## src/rtl/sisc_ctrl.sv

```systemverilog
// Multicycle control unit for the SISC processor: START0/START1/FETCH/DECODE/EXECUTE/MEM/WRITEBACK/HALT.
// Optional feature macro: SISC_CTRL_ILLEGAL_TRAP_EN (undefined opcodes trap to HALT and set a sticky illegal flag).
module sisc_ctrl #(
  parameter int OPC_W = 4,
  parameter int MM_W  = 4
) (
  input  logic             clk,
  input  logic             rst,
  input  logic [OPC_W-1:0] opcode,
  input  logic [MM_W-1:0]  mm,
  input  logic [MM_W-1:0]  stat,
  output logic             ir_load,
  output logic             pc_write,
  output logic             pc_sel,
  output logic             br_sel,
  output logic             pc_rst,
  output logic [1:0]       alu_op,
  output logic             sr_we,
  output logic             rf_we,
  output logic             wb_sel,
  output logic             dm_we,
  output logic             halted,
  output logic             illegal
);

  typedef enum logic [2:0] {
    S_START0, S_START1, S_FETCH, S_DECODE, S_EXECUTE, S_MEM, S_WB, S_HALT
  } state_t;

  localparam logic [OPC_W-1:0] OP_ALU  = OPC_W'(1);
  localparam logic [OPC_W-1:0] OP_ADDI = OPC_W'(2);
  localparam logic [OPC_W-1:0] OP_LOD  = OPC_W'(3);
  localparam logic [OPC_W-1:0] OP_STR  = OPC_W'(4);
  localparam logic [OPC_W-1:0] OP_BRA  = OPC_W'(5);
  localparam logic [OPC_W-1:0] OP_BRR  = OPC_W'(6);
  localparam logic [OPC_W-1:0] OP_BNE  = OPC_W'(7);
  localparam logic [OPC_W-1:0] OP_BNR  = OPC_W'(8);
  localparam logic [OPC_W-1:0] OP_HLT  = OPC_W'(15);

  state_t state_q, state_d;
  logic   op_undef, br_hit, br_taken, is_mem, trap_hit;

  assign op_undef = (opcode > OP_BNR) && (opcode != OP_HLT);
  assign is_mem   = (opcode == OP_LOD) || (opcode == OP_STR);
  // mm = 0 yields br_hit = 0: positive branches never taken, negated always taken.
  assign br_hit   = |(stat & mm);

  always_comb begin
    br_taken = 1'b0;
    case (opcode)
      OP_BRA, OP_BRR: br_taken = br_hit;
      OP_BNE, OP_BNR: br_taken = !br_hit;
      default:        br_taken = 1'b0;
    endcase
  end

`ifdef SISC_CTRL_ILLEGAL_TRAP_EN
  logic illegal_q, illegal_d;
  assign trap_hit = op_undef;

  always_comb begin
    illegal_d = illegal_q;
    if (state_q == S_DECODE && op_undef) illegal_d = 1'b1;
  end

  always_ff @(posedge clk or posedge rst) begin
    if (rst) illegal_q <= 1'b0;
    else     illegal_q <= illegal_d;
  end

  assign illegal = illegal_q;
`else
  assign trap_hit = 1'b0;
  assign illegal  = 1'b0;
`endif

  always_ff @(posedge clk or posedge rst) begin
    if (rst) state_q <= S_START0;
    else     state_q <= state_d;
  end

  always_comb begin
    state_d = state_q;
    case (state_q)
      S_START0:  state_d = S_START1;
      S_START1:  state_d = S_FETCH;
      S_FETCH:   state_d = S_DECODE;
      S_DECODE:  state_d = (opcode == OP_HLT || trap_hit) ? S_HALT : S_EXECUTE;
      S_EXECUTE: state_d = S_MEM;
      S_MEM:     state_d = S_WB;
      S_WB:      state_d = S_FETCH;
      S_HALT:    state_d = S_HALT;
      default:   state_d = S_START0;
    endcase
  end

  always_comb begin
    ir_load  = 1'b0;
    pc_write = 1'b0;
    pc_sel   = 1'b0;
    br_sel   = 1'b0;
    pc_rst   = 1'b0;
    alu_op   = 2'b10;
    sr_we    = 1'b0;
    rf_we    = 1'b0;
    wb_sel   = 1'b0;
    dm_we    = 1'b0;
    halted   = 1'b0;
    case (state_q)
      S_START0: pc_rst = 1'b1;
      S_FETCH: begin
        ir_load  = 1'b1;
        pc_write = 1'b1;
      end
      S_DECODE: begin
        // Target is formed from the PC already incremented in FETCH.
        if (br_taken) begin
          pc_write = 1'b1;
          pc_sel   = 1'b1;
          br_sel   = (opcode == OP_BRR) || (opcode == OP_BNR);
        end
      end
      S_EXECUTE: begin
        if (opcode == OP_ALU) begin
          alu_op = 2'b00;
          sr_we  = 1'b1;
        end else if (opcode == OP_ADDI) begin
          alu_op = 2'b01;
          sr_we  = 1'b1;
        end else if (is_mem) begin
          alu_op = 2'b11;
        end
      end
      S_MEM: begin
        if (is_mem) alu_op = 2'b11;
        dm_we = (opcode == OP_STR);
      end
      S_WB: begin
        if (opcode == OP_ALU) begin
          alu_op = 2'b00;
          rf_we  = 1'b1;
        end else if (opcode == OP_ADDI) begin
          alu_op = 2'b01;
          rf_we  = 1'b1;
        end else if (opcode == OP_LOD) begin
          alu_op = 2'b11;
          rf_we  = 1'b1;
          wb_sel = 1'b1;
        end
      end
      S_HALT:  halted = 1'b1;
      default: ;
    endcase
  end

endmodule
```

## config.mk

```make
export PLATFORM = sky130hd
export DESIGN_NAME = sisc_ctrl
export DESIGN_NICKNAME = d
export VERILOG_FILES = /design/src/rtl/sisc_ctrl.sv
export SDC_FILE = /design/constraint.sdc
export NUM_CORES = 1
export LEC_CHECK = 0
export CAP_MARGIN = 20
export CORE_MARGIN = 10
export CORE_UTILIZATION = 30
export DETAILED_ROUTE_END_ITERATION = 6
export PLACE_DENSITY = 0.79
export SLEW_MARGIN = 5
export SYNTH_ARGS = -nofsm -noshare
export SYNTH_HDL_FRONTEND = slang
export SYNTH_SLANG_ARGS = --single-unit
```

## constraint.sdc

```tcl
create_clock -name clk -period 1.3 [get_ports clk]
set_clock_uncertainty 0.2 [all_clocks]
set_input_delay 0.13 -clock clk [delete_from_list [all_inputs] [get_ports clk]]
set_output_delay 0.13 -clock clk [all_outputs]
set_load 0.005 [all_outputs]
```

After elaboration in Yosys (flattened, before gate mapping)
Cells that the tools add are included.

Register bits: 3. Logic and storage cells: 55. Input bits: 14. Output and inout port bits: 13.

Eq/ne operators: 16. Bitwise logic cells: 1. Reductions and logical operators: 8. Multiplexer cells: 29.

Operator list (number): $pmux 3 s7 (1); $mux 1 (20); $eq 4x3->1 const B (4); $eq 3x3->1 const B (4); $mux 2 (5); $eq 4x2->1 const B (2); $eq 4x4->1 const B (2); $eq 3x2->1 const B (2); $pmux 2 s3 (1); $reduce_or 2->1 (3); $and 4x4->4 (1); $eq 4x1->1 const B (1); $pmux 1 s2 (2); $reduce_or 4->1 (1); $eq 3x1->1 const B (1); $logic_not 3->1 (1); $logic_or 1x1->1 (2); $logic_not 1->1 (1).

Logic depth before layout (Yosys ltp)
Gate-level depths: netlist of the first run.

Depth in word-level cells: 6. Mapped depth: 4. Gate-level depth less buffers: 3.

Worst setup path after synthesis of the first run
OpenSTA, ideal clock, no wires.

Path type: reg2out. Start point: register state_q[0]. End point: output port br_sel. Cell stages (with the launch flop): 5. Data arrival time: 1020 ps. Path buffers: 1. Path slack: -50 ps. Data required time: 970 ps. Cell sequence: dfrtp_1 > clkbuf_1 > and4bb_2 > o21ai_0 > a21oi_1.

Word-level cells in the longest chain between the ends: 2.

RTL lines: start, declared (RTL line 40) `state_t state_q, state_d;`; start signal, assigned (RTL line 79) `else state_q <= state_d;`; $eq 3x2->1 (RTL line 109) `case (state_q)`; $mux 1 (RTL line 109); end, declared (RTL line 15) `output logic br_sel,`.

No other way between the ends.

==> results of run 1 <==
## per-layer routing
metal  global-route usage  up-vias
met2                0.168       17
met5                    0        -
met1               0.0920      250
li1                     -      293
met3               0.0247        2
met4               0.0309        0
## timing repair
item / 4_1_cts / 5_1_grt
cloned: 0 / 0
hold buffers: 1 / 0
pin swaps: 16 / 8
gates resized for setup: 113 / 8
setup endpoints to repair: 13 / 14
buffers inserted: 11 / 1
hold endpoints to repair: 3 / 0
## synthesized netlist by cell type
cell type	number	share of area
buf_4	1	0.019
conb_1	1	0.0094
nor2_1	7	0.066
xnor2_1	1	0.022
buf_2	2	0.025
a21oi_1	2	0.025
nand2b_1	2	0.031
a211oi_2	1	0.031
dfrtp_1	3	0.19
nand2_1	5	0.047
o21ai_0	3	0.038
and4bb_2	1	0.031
and4b_2	1	0.028
nor3b_1	1	0.019
and3b_1	1	0.022
nand3_1	1	0.013
nand3b_1	2	0.038
a22oi_1	2	0.038
o21a_1	1	0.019
nor4_1	1	0.016
o211ai_1	1	0.019
clkbuf_1	2	0.019
a31oi_1	1	0.016
buf_6	1	0.028
nor3_1	1	0.013
or3b_1	1	0.022
a2111o_1	1	0.028
a21o_1	2	0.038
inv_1	3	0.028
nor4b_1	2	0.044
a41oi_1	1	0.022
## final timing paths
kind	startpoint	end	slack (ps)	cells after the start
max	flop	br_sel	-330	5
min	opcode[0]	state_q[1]	260	5
max reg2reg	flop	state_q[0]	-150	6
min reg2reg	state_q[1]	flop	450	2
max in group asynchronous	rst	state_q[1]	350	3
min in group asynchronous	rst	state_q[0]	430	3
## cells by family (layout without fill, tap and decap cells)
| logic type | count (synthesis) | after routing | share of synthesized area |
|---|---|---|---|
| compound gates | 15 | 15 | 0.273 |
| xor+xnor | 1 | 1 | 0.0219 |
| buf+inv | 9 | 57 | 0.119 |
| flops | 3 | 3 | 0.188 |
| other cells | 1 | 1 | 0.00940 |
| simple gates | 26 | 26 | 0.389 |
## critical path: stages, from the launching register on
cell      delay (ps)
dfrtp_1          380
buf_6            120
and4bb_2         280
o21ai_2           50
a21oi_1          110
buf_2            130
## final cells by class
| type | count | area share |
|---|---|---|
| well taps | 15 | 0.0221 |
| repair buffers | 50 | 0.419 |
| clock buffers | 4 | 0.0310 |
| inverters | 3 | 0.0162 |
| flip-flops and latches | 3 | 0.0885 |
| multi-input cells | 43 | 0.423 |
## power by group
part | total, mW | internal (mW) | switching (mW)
Clock | 0.154 | 0.114 | 0.0398
Sequential | 0.175 | 0.142 | 0.0331
Combinational | 1.02 | 0.592 | 0.425
Total | 1.35 | 0.849 | 0.498
## through the flow
stage / hold WS (ps) / TNS, ps
2_1_floorplan: -316 / 0
3_3_place_gp: 99.4 / -8720
3_5_place_dp: 103 / -8810
4_1_cts: 209 / -3490
5_1_grt: 300 / -4560
6_report: 256 / -3440
==> impl_metrics.yaml, run 1 <==
status:
  status: "finished with violations"
  violations: "negative setup slack"
worst_hold_path:
  min_path_type: "primary input to flop"
cells_and_area:
  drive_gt1_frac: 0.680
  multi_input_area_um2: 359
  final_util: 0.660
  n_antenna_cell: 0
  mostFrequentLayoutCells: "22 x buf_2, 18 x buf_4, 8 x buf_6"
  fin_area_um2: 848
  areaGrowthSynthToFinish_pct: 113
  nFillCells: 116
  final_common_cell: "buf_2"
  layout.cells.non_filler: 118
  ff_latch_area_um2: 75.1
  nNetsFinal: 118
global_route:
  grt_pass1_vias: 573
  overflow: 0
  grt_pass1_wl_um: 2450
  grt_usage: 0.0900
  grt_max_degree: 8
  antenna_found_initial: 0
clocking:
  cts_max_path_buffers: 2
  numCtsBuffers: 3
  cts_tree: "done"
  cts-root-buf: "clkbuf_4"
  clock_sinks: 3
  clk_pin_slew_ps: 30
  clock_latency_ps: 220
  htreeDepth: 1
place:
  dp_cells: 101
  place_hpwl_um: 1090
  dpl_cell_area_um2: 728
  gp_congestion: 0.749
  port_buffers: 25
  pre_cts_slack_ps: -949
timing:
  fin_crit_ps: 1630
  fmax_mhz: 612
  hold_violations: 0
  fin_crit_sh: 1.26
  worst_slack_ps: -333
  rsz0062_at_grt: "yes"
  final_max_slew_viol_count: 0
  setup_violations: 14
yosys:
  syn_area_per_cell_um2: 7.26
  syn_inst: 55
  synth_area_um2: 399
  ys_types: 31
  yosys_warnings: 0
  ys_seq_area_frac: 0.188
  synth_fp_nets: 69
  ys_ff_latch: 3
power_and_ir_drop:
  powerDensity_mw_per_mm2: 1590
  p_leak_nw: 0.409
  p_total_mw: 1.35
  ir_drop_mv: 0.962
floorplanning:
  coreArea_mm2: 0.00128
  row_count: 13
  io_pins: 27
  die_x_um: 56.5
  dieArea_mm2: 0.00319
  fp.dieH_um: 56.5
  start_util: 0.311
routing:
  via_per_inst: 4.76
  num_vias: 562
  avgRoutedWirePerCell_um: 13.1
  dr_wl_met3_um: 77
  detail-route-antenna-nets: 0
  met2_length_um: 841
  drtIter0Drc: 2
  dr.max_layer_used: "met4"
  drc_errors: 0
  drt_pre_antenna_iters: 4
  wirelength_um: 1550
  wl_met1_um: 619
worst_setup_path:
  path_class: "flop to primary output"
  endpoint_kind: "primary output"
  worst-path-max-fanout: 3
  required_ps: 970
  critical_path_arrival_ps: 1300
  startpoint_type: "flop"
flow_run:
  maxCapViolCount: 0
Note: power is estimated with default switching activity, not from simulation.
==> run 2, diff against run 1 <==
- SKIP_LAST_GASP: not set -> 1
==> run 2 against run 1 <==
Setup slack gained 2.5 ps. Maximum frequency grew 0.15%. Final area shrank 0.44%. Clock power is essentially flat. Combinational power is essentially flat. Sequential cell count is the same. Die area is the same. Critical path depth is the same. Non-clock buffer count shrank 1. Cell count shrank 0.85%. Global-route usage grew 0.13 points. The flow still finishes with violations (negative setup slack).
==> impl_metrics.yaml, run 2 (same netlist as run 1, synthesis figures left out) <==
status:
  status: "finished with violations"
  violations: "negative setup slack"
floorplanning:
  row_count: 13
  coreArea_mm2: 0.00128
  dieArea_mm2: 0.00319
  die_x_um: 56.5
  fp.dieH_um: 56.5
  start_util: 0.311
  io_pins: 27
cells_and_area:
  nNetsFinal: 117
  final_common_cell: "buf_2"
  drive_gt1_frac: 0.667
  final_util: 0.657
  multi_input_area_um2: 367
  nFillCells: 118
  mostFrequentLayoutCells: "19 x buf_2, 18 x buf_4, 7 x buf_6"
  areaGrowthSynthToFinish_pct: 112
  n_antenna_cell: 0
  ff_latch_area_um2: 75.1
worst_setup_path:
  slowest_stage: "dfrtp_1"
  endpoint_kind: "primary output"
  required_ps: 970
  worst-path-buf-inv: 2
  cp_top_family: "simple AND/OR/NAND/NOR gates"
  cpPeakStageDelay_ps: 380
  path_class: "flop to primary output"
  startpoint_type: "flop"
  critical_path_arrival_ps: 1300
  crit_chain: "buf_6 -> nor4b_4 -> nand2b_1 -> nor2_1 -> buf_2"
  worst-path-max-fanout: 2
clocking:
  numCtsBuffers: 3
  clock_latency_ps: 220
  cts_tree: "done"
  cts_max_path_buffers: 2
  htreeDepth: 1
  clk_pin_slew_ps: 30
  cts-root-buf: "clkbuf_4"
  clock_sinks: 3
timing:
  fmax_mhz: 613
  rsz0062_at_grt: "yes"
  setup_violations: 14
  hold_violations: 0
  fin_crit_ps: 1630
  fin_crit_sh: 1.25
  worst_slack_ps: -331
  fin_tns_setup_ps: -3420
  final_max_slew_viol_count: 0
routing:
  drt_pre_antenna_iters: 3
  avgRoutedWirePerCell_um: 13.3
  detail-route-antenna-nets: 0
  via_per_inst: 4.83
  drc_errors: 0
  num_vias: 565
  wirelength_um: 1560
  drtIter0Drc: 6
place:
  place_hpwl_um: 1090
  port_buffers: 25
  gp_congestion: 0.749
  pre_cts_slack_ps: -949
power_and_ir_drop:
  ir_drop_mv: 0.881
  p_leak_nw: 0.404
  powerDensity_mw_per_mm2: 1580
global_route:
  grt_usage: 0.0913
  grt_pass1_wl_um: 2470
  antenna_found_initial: 0
  grt_pass1_vias: 577
  overflow: 0
  grt_max_degree: 8
flow_run:
  maxCapViolCount: 0
worst_hold_path:
  min_path_type: "primary input to flop"
-- run 2: stage by stage --
step	area, um2	hold WS, ps	cells	total power [mW]
3_5_place_dp	728	103	101	0.848
3_3_place_gp	728	99.4	101	0.842
6_report	845	294	117	1.33
5_1_grt	845	338	117	1.45
4_1_cts	835	305	117	1.28
2_1_floorplan	407	-316	55	0.486
-- run 2: final timing paths --
check                            from         end  slack [ps]  depth (start not counted)
max in group asynchronous         rst  state_q[1]         350                          3
setup / recovery           state_q[0]       sr_we        -330                          5
min in group asynchronous         rst  state_q[0]         430                          3
setup reg to reg                 flop  state_q[1]        -170                          6
hold / removal              opcode[3]  state_q[0]         290                          4
hold reg to reg            state_q[1]        flop         440                          2
-- run 2: area by class of cell --
type,instances,share of cell area
Inverter,3,0.0163
Sequential cell,3,0.0889
Tap cell,15,0.0222
Timing Repair Buffer,49,0.407
Clock buffer,4,0.0311
Multi-Input combinational cell,43,0.434
-- run 2: worst register-to-register path, delay by kind of cell, from the launching register on --
kind / cells / cell delay (ps)
simple gates: 1 / 90
buf+inv: 3 / 390
compound gates: 2 / 290
flops: 1 / 380
-- run 2: timing repair --
action | in CTS | in global routing
setup buffers | 11 | 0
endpoints found under the setup margin | 13 | 14
gates resized for setup | 100 | 21
hold endpoints to repair | 3 | 0
pin swaps | 15 | 8
hold buffers | 1 | 0
-- run 2: power by group --
group	internal, mW	total [mW]	leakage [nW]	switching (mW)
Combinational	0.577	1.00	0.355	0.427
Sequential	0.142	0.175	0.0346	0.0328
Clock	0.114	0.154	0.0150	0.0399
Total	0.834	1.33	0.404	0.499
-- run 2: metal layers --
layer	track usage	up-vias	wire, um
li1	-	291	-
met1	0.0883	255	585
met2	0.176	17	864
met3	0.0270	2	98
met4	0.0309	0	8
met5	0	-	0
